==> src/rtl/rv_shifter_arb.sv <==
// Two-port arbiter in front of a fixed-latency shifter, with a shared result register.
// Define URV_SHIFTER_ARB_RR_EN to alternate ties between the ports; otherwise port A wins every tie.
module rv_shifter_arb #(
  parameter int unsigned SH_LATENCY = 1
) (
  input  logic        clk_i,
  input  logic        rst_n_i,
  input  logic        flush_i,
  input  logic        a_valid_i,
  input  logic        b_valid_i,
  output logic        a_ready_o,
  output logic        b_ready_o,
  input  logic [31:0] a_rs1_i,
  input  logic [31:0] b_rs1_i,
  input  logic [4:0]  a_shamt_i,
  input  logic [4:0]  b_shamt_i,
  input  logic [2:0]  a_fun_i,
  input  logic [2:0]  b_fun_i,
  input  logic        a_sign_i,
  input  logic        b_sign_i,
  output logic        a_rsp_valid_o,
  output logic        b_rsp_valid_o,
  input  logic        a_rsp_ready_i,
  input  logic        b_rsp_ready_i,
  output logic [31:0] rsp_data_o,
  output logic        sh_valid_o,
  output logic [31:0] sh_rs1_o,
  output logic [4:0]  sh_shamt_o,
  output logic [2:0]  sh_fun_o,
  output logic        sh_sign_o,
  input  logic [31:0] sh_rd_i
);

  typedef enum logic [1:0] {IDLE, BUSY, RESP} state_e;

  state_e      state_q;
  logic [1:0]  cnt_q;
  logic        owner_b_q;
  logic [31:0] result_q;
`ifdef URV_SHIFTER_ARB_RR_EN
  logic        last_b_q;
`endif

  logic owner_ready;
  logic accept;
  logic grant;
  logic win_b;

  // Grant is gated by rst_n_i so every output is zero while reset is held.
  always_comb begin
    owner_ready = owner_b_q ? b_rsp_ready_i : a_rsp_ready_i;
    accept      = (state_q == RESP) && owner_ready && !flush_i;
    grant       = rst_n_i && !flush_i && (a_valid_i || b_valid_i) &&
                  ((state_q == IDLE) || accept);
`ifdef URV_SHIFTER_ARB_RR_EN
    win_b       = b_valid_i && (!a_valid_i || !last_b_q);
`else
    win_b       = b_valid_i && !a_valid_i;
`endif
  end

  assign sh_valid_o    = grant;
  assign a_ready_o     = grant && !win_b;
  assign b_ready_o     = grant && win_b;
  assign sh_rs1_o      = !grant ? '0 : (win_b ? b_rs1_i   : a_rs1_i);
  assign sh_shamt_o    = !grant ? '0 : (win_b ? b_shamt_i : a_shamt_i);
  assign sh_fun_o      = !grant ? '0 : (win_b ? b_fun_i   : a_fun_i);
  assign sh_sign_o     = grant && (win_b ? b_sign_i : a_sign_i);
  assign a_rsp_valid_o = (state_q == RESP) && !owner_b_q;
  assign b_rsp_valid_o = (state_q == RESP) && owner_b_q;
  assign rsp_data_o    = (state_q == RESP) ? result_q : '0;

  always_ff @(posedge clk_i or negedge rst_n_i) begin
    if (!rst_n_i) begin
      state_q   <= IDLE;
      cnt_q     <= '0;
      owner_b_q <= 1'b0;
      result_q  <= '0;
`ifdef URV_SHIFTER_ARB_RR_EN
      last_b_q  <= 1'b1;
`endif
    end else if (flush_i) begin
      state_q <= IDLE;
      cnt_q   <= '0;
    end else if (grant) begin
      state_q   <= BUSY;
      cnt_q     <= 2'(SH_LATENCY);
      owner_b_q <= win_b;
`ifdef URV_SHIFTER_ARB_RR_EN
      last_b_q  <= win_b;
`endif
    end else begin
      case (state_q)
        BUSY: begin
          if (cnt_q == 2'd1) begin
            result_q <= sh_rd_i;
            cnt_q    <= '0;
            state_q  <= RESP;
          end else begin
            cnt_q <= cnt_q - 2'd1;
          end
        end
        RESP: begin
          if (accept) state_q <= IDLE;
        end
        default: state_q <= IDLE;
      endcase
    end
  end

endmodule

==> config.mk <==
export PLATFORM = sky130hd
export DESIGN_NAME = rv_shifter_arb
export DESIGN_NICKNAME = d
export VERILOG_FILES = /design/src/rtl/rv_shifter_arb.sv
export SDC_FILE = /design/constraint.sdc
export NUM_CORES = 1
export LEC_CHECK = 0
export CORE_MARGIN = 10
export CORE_UTILIZATION = 35
export CTS_CLUSTER_SIZE = 30
export DETAILED_ROUTE_END_ITERATION = 7
export GPL_ROUTABILITY_DRIVEN = 0
export GPL_TIMING_DRIVEN = 0
export HOLD_SLACK_MARGIN = 0.08
export PLACE_DENSITY = 0.88
export SLEW_MARGIN = 20
export SYNTH_ARGS = -nofsm -noshare
export SYNTH_HDL_FRONTEND = slang
export SYNTH_SLANG_ARGS = --single-unit
==> constraint.sdc <==
create_clock -name clk_i -period 3.6 [get_ports clk_i]
set_input_delay 0.36 -clock clk_i [delete_from_list [all_inputs] [get_ports clk_i]]
set_output_delay 0.36 -clock clk_i [all_outputs]
set_load 0.05 [all_outputs]
# ---- After elaboration in Yosys (flattened, before gate mapping)
# Cells that the tools add are included.
dict set report totals {
  out_inout_bits 78
  input_bits 121
  reg_bits 37
}
dict set report op_classes {
  mux 18
  reduce_logical 22
  bitwise_logic 2
  add_sub_neg 1
  eq_ne 5
}
# operator count
set ops {}
lappend ops {{2-to-1 mux 32 bit} 3}
lappend ops {{2-to-1 mux 2 bit} 8}
lappend ops {{logical AND 1 bit} 11}
lappend ops {{2-to-1 mux 5 bit} 2}
lappend ops {{!= test 4 bit, second input constant} 2}
lappend ops {{2-to-1 mux 3 bit} 2}
lappend ops {{equality test 2 x 1 -> 1 bit, second input constant} 2}
lappend ops {{logical NOT 1 bit} 4}
lappend ops {{case mux 2 bit (2 select lines)} 1}
lappend ops {{AND reduction 2 bit} 2}
lappend ops {{AND reduction 4 bit} 1}
lappend ops {{nonzero test 3 bit} 1}
lappend ops {{equality test 2 bit, second input constant} 1}
lappend ops {{logical NOT 2 bit} 1}
lappend ops {{logical OR 1 bit} 2}
lappend ops {{2-to-1 mux 1 bit} 2}
lappend ops {{NOT 1 bit} 2}
lappend ops {{subtractor 2 x 1 -> 2 bit, second input constant} 1}

# ---- Longest topological paths before layout
# Gate-level depths: netlist of the first run.
dict set report depth {
  ltp_word 7
  depth_mapped 6
}

# ---- Least setup slack after synthesis of the first run
# Ideal clock, no wire load.
dict set report synth_timing {
  kind {input to output}
  startpoint {input port a_valid_i}
  endpoint {output port sh_fun_o[0]}
  slack_ps 1475
  t_arrival_ps 1765
  cell_stages 5
  n_path_buf 2
  required_ps 3240
  cell_sequence {nand2b_1 clkbuf_1 clkbuf_1 nand2_1 a21oi_1}
}
dict set report synth_between {
  elab_chain_cells 4
  word_cells_on_any_way 7
  cone_classes {mux: 2; reduce/logical: 5}
}
# item line
set synth_rtl {}
lappend synth_rtl {{from (decl)} 9} ;# input logic a_valid_i,
lappend synth_rtl {{logical NOT 1 bit or logical OR 1 bit (tied branches)} {58, 53}}
lappend synth_rtl {{logical AND 1 bit, on equally long branches} {58, 53}}
lappend synth_rtl {{2-to-1 mux 3 bit or logical AND 1 bit (tied branches)} {67, 53}}
lappend synth_rtl {{2-to-1 mux 3 bit (*)} 67} ;# assign sh_fun_o = !grant ? '0 : (win_b ? b_fun_i : a_fun_i);
lappend synth_rtl {{to (decl)} 29} ;# output logic [2:0] sh_fun_o,
# Every way passes the cells marked *; elsewhere a longest branch is shown, timed or not.

# ---- Worst setup path in the final report of the first run
dict set report layout_timing {
  startpoint {input port rst_n_i}
  endpoint {output port sh_rs1_o[13]}
}
dict set report layout_between {
  elab_chain_cells 4
}
# item line
set layout_rtl {}
lappend layout_rtl {{from (decl)} 7} ;# input logic rst_n_i,
lappend layout_rtl {{logical AND 1 bit (3 in series)} 53} ;# grant = rst_n_i && !flush_i && (a_valid_i || b_valid_i) &&
lappend layout_rtl {{2-to-1 mux 32 bit} 65} ;# assign sh_rs1_o = !grant ? '0 : (win_b ? b_rs1_i : a_rs1_i);
lappend layout_rtl {{to (decl)} 27} ;# output logic [31:0] sh_rs1_o,
# Every way passes these cells.

==> out/qor.yml, run 1 <==
status: "complete, no violations"
regToRegEndpoint: "owner_b_q"
insertion_delay_ps: 280
crit_path_max_fanout: 31
area_growth_pct: 98.65
endpoint_kind: "output port"
postSynthAreaPerCell_sq_um: 8.483
drt_drc_violations_left: 0
cts_buffers: 5
worst_pin_slew_ps: 569.2
setup-violations-final: 0
dp.final_hpwl_mm: 8.595
grt_pass1_vias: 2860
vias: 2664
io_buffers: 198
drt_iter0_drc: 87
grt_usage_pct: 18.98
post-cts-setup-buffer-count: 0
die_area_sq_um: 10270
die_x_um: 101.3
wl_per_cell_um: 18.63
skew_ps: 5.385
drtAntennaViolNets: 0
ys_warn_count: 0
fmax_mhz: 294.4
hold_slack_ps: 447.9
synth-seq-cells: 37
rsz0062_at_grt: "no"
power_density_nw_per_um2: 343.0
multi_input_area_sq_um: 1270
final.min_clock_period_ps: 3397
maxCapViolCount: 0
mostFrequentLayoutCells: "159 x clkdlybuf4s50_1, 84 x nand2_1, 42 x a21oi_1, 38 x dlymetal6s2s_1, 37 x dfrtp_1"
nNetsFinal: 602
clk_pin_slew_ps: 70
antenna_cells: 0
grt_pass1_wl_mm: 15.59
synthCells: 273
critPathLaunchType: "input pin"
ir_worst_vdd_v: 0.0003231
worst-setup-path-type: "in2out"
slew_viol_final: 0
clkSinkCount: 37
start_util_pct: 36.27
synth_nets: 395
reg2regPathDepth: 4
ys_seq_area_share_pct: 39.98
regArea_sq_um: 925.9
grt-ovfl-total: 0
grt_max_degree: 32
antenna_found_initial: 0
timing.rr.start: "owner_b_q"
htree_levels: 2
row_count: 29
min_period_over_period_pct: 94.37
dr.pass1.iters: 4
pin_count: 199
relSlewSlack_pct: 61.94
worst_ep_arrival_time_ps: 3040
reg2reg_slack_ps: 1940
final-hold-violation-count: 0
synth_area_sq_um: 2316
hold_path_class: "in2async"
fin_util_pct: 72.04
yosysUniqueCellTypes: 23
viasPerCell: 4.783
cp.required_ps: 3240
fillers: 472
drive_above_1_share_pct: 11.04
final_common_cell: "clkdlybuf4s50_1"
cts_tree: "done"
core_area_sq_um: 6386
root_buffer: "clkbuf_8"
cts_buffer_depth: 2
power.leakage_nw: 2.541
wirelength_mm: 10.38
p_total_mw: 1.578
fp.dieH_um: 101.3
[critical path, cell delays in order]
cell and delay, ps:
dlygate4sd3_1 510, buf_2 240, buf_12 240, nor3b_2 270, o221ai_4 230, buf_2 240
a21oi_1 130, clkdlybuf4s50_1 820
[per-layer routing]
| metal | GRT usage, % | vias to the layer above | wire (um) |
|---|---|---|---|
| met2 | 32.57 | 136 | 5046 |
| met1 | 20.27 | 1213 | 3922 |
| met5 | 0 | - | 0 |
| li1 | - | 1302 | - |
| met4 | 4.823 | 0 | 161 |
| met3 | 9.530 | 13 | 1249 |
[registers in the layout, indices dropped and copies added (netlist names)]
name	cells
cnt_q	2
result_q	32
state_q	2
owner_b_q	1
[what timing repair did]
action	4_1_cts	5_1_grt
endpoints found under the hold margin	7	0
hold buffers	1	0
endpoints found under the setup margin	0	38
gates resized for setup	0	38
[synthesized netlist by cell type]
cell      instances  area, sq um
mux2_4            1        15.01
inv_1             2        7.510
mux2i_1           2        20.02
nor2b_1           1        6.260
nand2_1          84        315.3
inv_2             1        3.750
clkbuf_1         12        45.04
buf_6             3        33.78
buf_2             6        30.03
mux2_2           30        337.8
dfrtp_1          37        925.9
ha_1              1        12.51
nor2_1            6        22.52
nand2b_1          2        12.51
or2_2             1        6.260
nor3_1            2        10.01
nor2b_4           1        13.76
o221ai_4          1        26.28
and2_1           33        206.5
mux2_1            3        33.78
nor3b_2           1        12.51
and3b_1           1        8.760
a21oi_1          42        210.2
[area by class of cell]
cell class              count  share of cell area (%)
flip-flops and latches     37                   20.13
clock buffers               7                   1.877
repair buffers            200                   45.69
well taps                  77                   2.094
multi-input cells         212                   27.60
inverters                   3                  0.2448
plain buffers              21                   2.366
[power breakdown]
group          internal, mW  switching (mW)  total [mW]
Clock                 0.152           0.140       0.292
Sequential            0.605          0.0892       0.694
Combinational         0.334           0.258       0.592
Total                  1.09           0.487        1.58
[cells by family (layout without fill, tap and decap cells)]
kind of cell	after synthesis	in the layout	share of synthesized area (%)
buffers and inverters	24	231	5.186
AO/OA/AOI/OAI	43	43	10.21
AND/OR/NAND/NOR	132	132	26.53
multiplexers	36	36	17.56
flip-flops	37	37	39.98
adder cells (fa/ha/maj)	1	1	0.5402
[how the worst max path moves through the flow]
stage                         start            to  depth (start not counted)
after floorplan           a_valid_i   sh_fun_o[0]                          5
after global placement      rst_n_i   sh_rs1_o[9]                          6
after detailed placement  a_valid_i  sh_rs1_o[30]                          7
after CTS                   rst_n_i  sh_rs1_o[29]                          8
after global routing        rst_n_i  sh_rs1_o[13]                          8
final                       rst_n_i  sh_rs1_o[13]                          8
[per-stage QoR]
stage          setup WS [ps]  TNS (ps)  cell area [sq um]  std cells
2_1_floorplan           1475         0               2316        273
4_1_cts                101.6         0               4506        557
5_1_grt                16.29         0               4601        557
6_report               202.8         0               4601        557
3_3_place_gp          -697.4    -28400               4394        548
3_5_place_dp           363.6         0               4409        549
Note: power is estimated with default switching activity, not from simulation.
==> run 2: changes to the inputs <==
--- a/config.mk
+++ b/config.mk
@@ -9,7 +9,6 @@
 export CORE_UTILIZATION = 35
 export CTS_CLUSTER_SIZE = 30
 export DETAILED_ROUTE_END_ITERATION = 7
-export GPL_ROUTABILITY_DRIVEN = 0
 export GPL_TIMING_DRIVEN = 0
 export HOLD_SLACK_MARGIN = 0.08
 export PLACE_DENSITY = 0.88
==> results of run 2 <==
Final layout, timing and power as in run 1 (identical DEF).
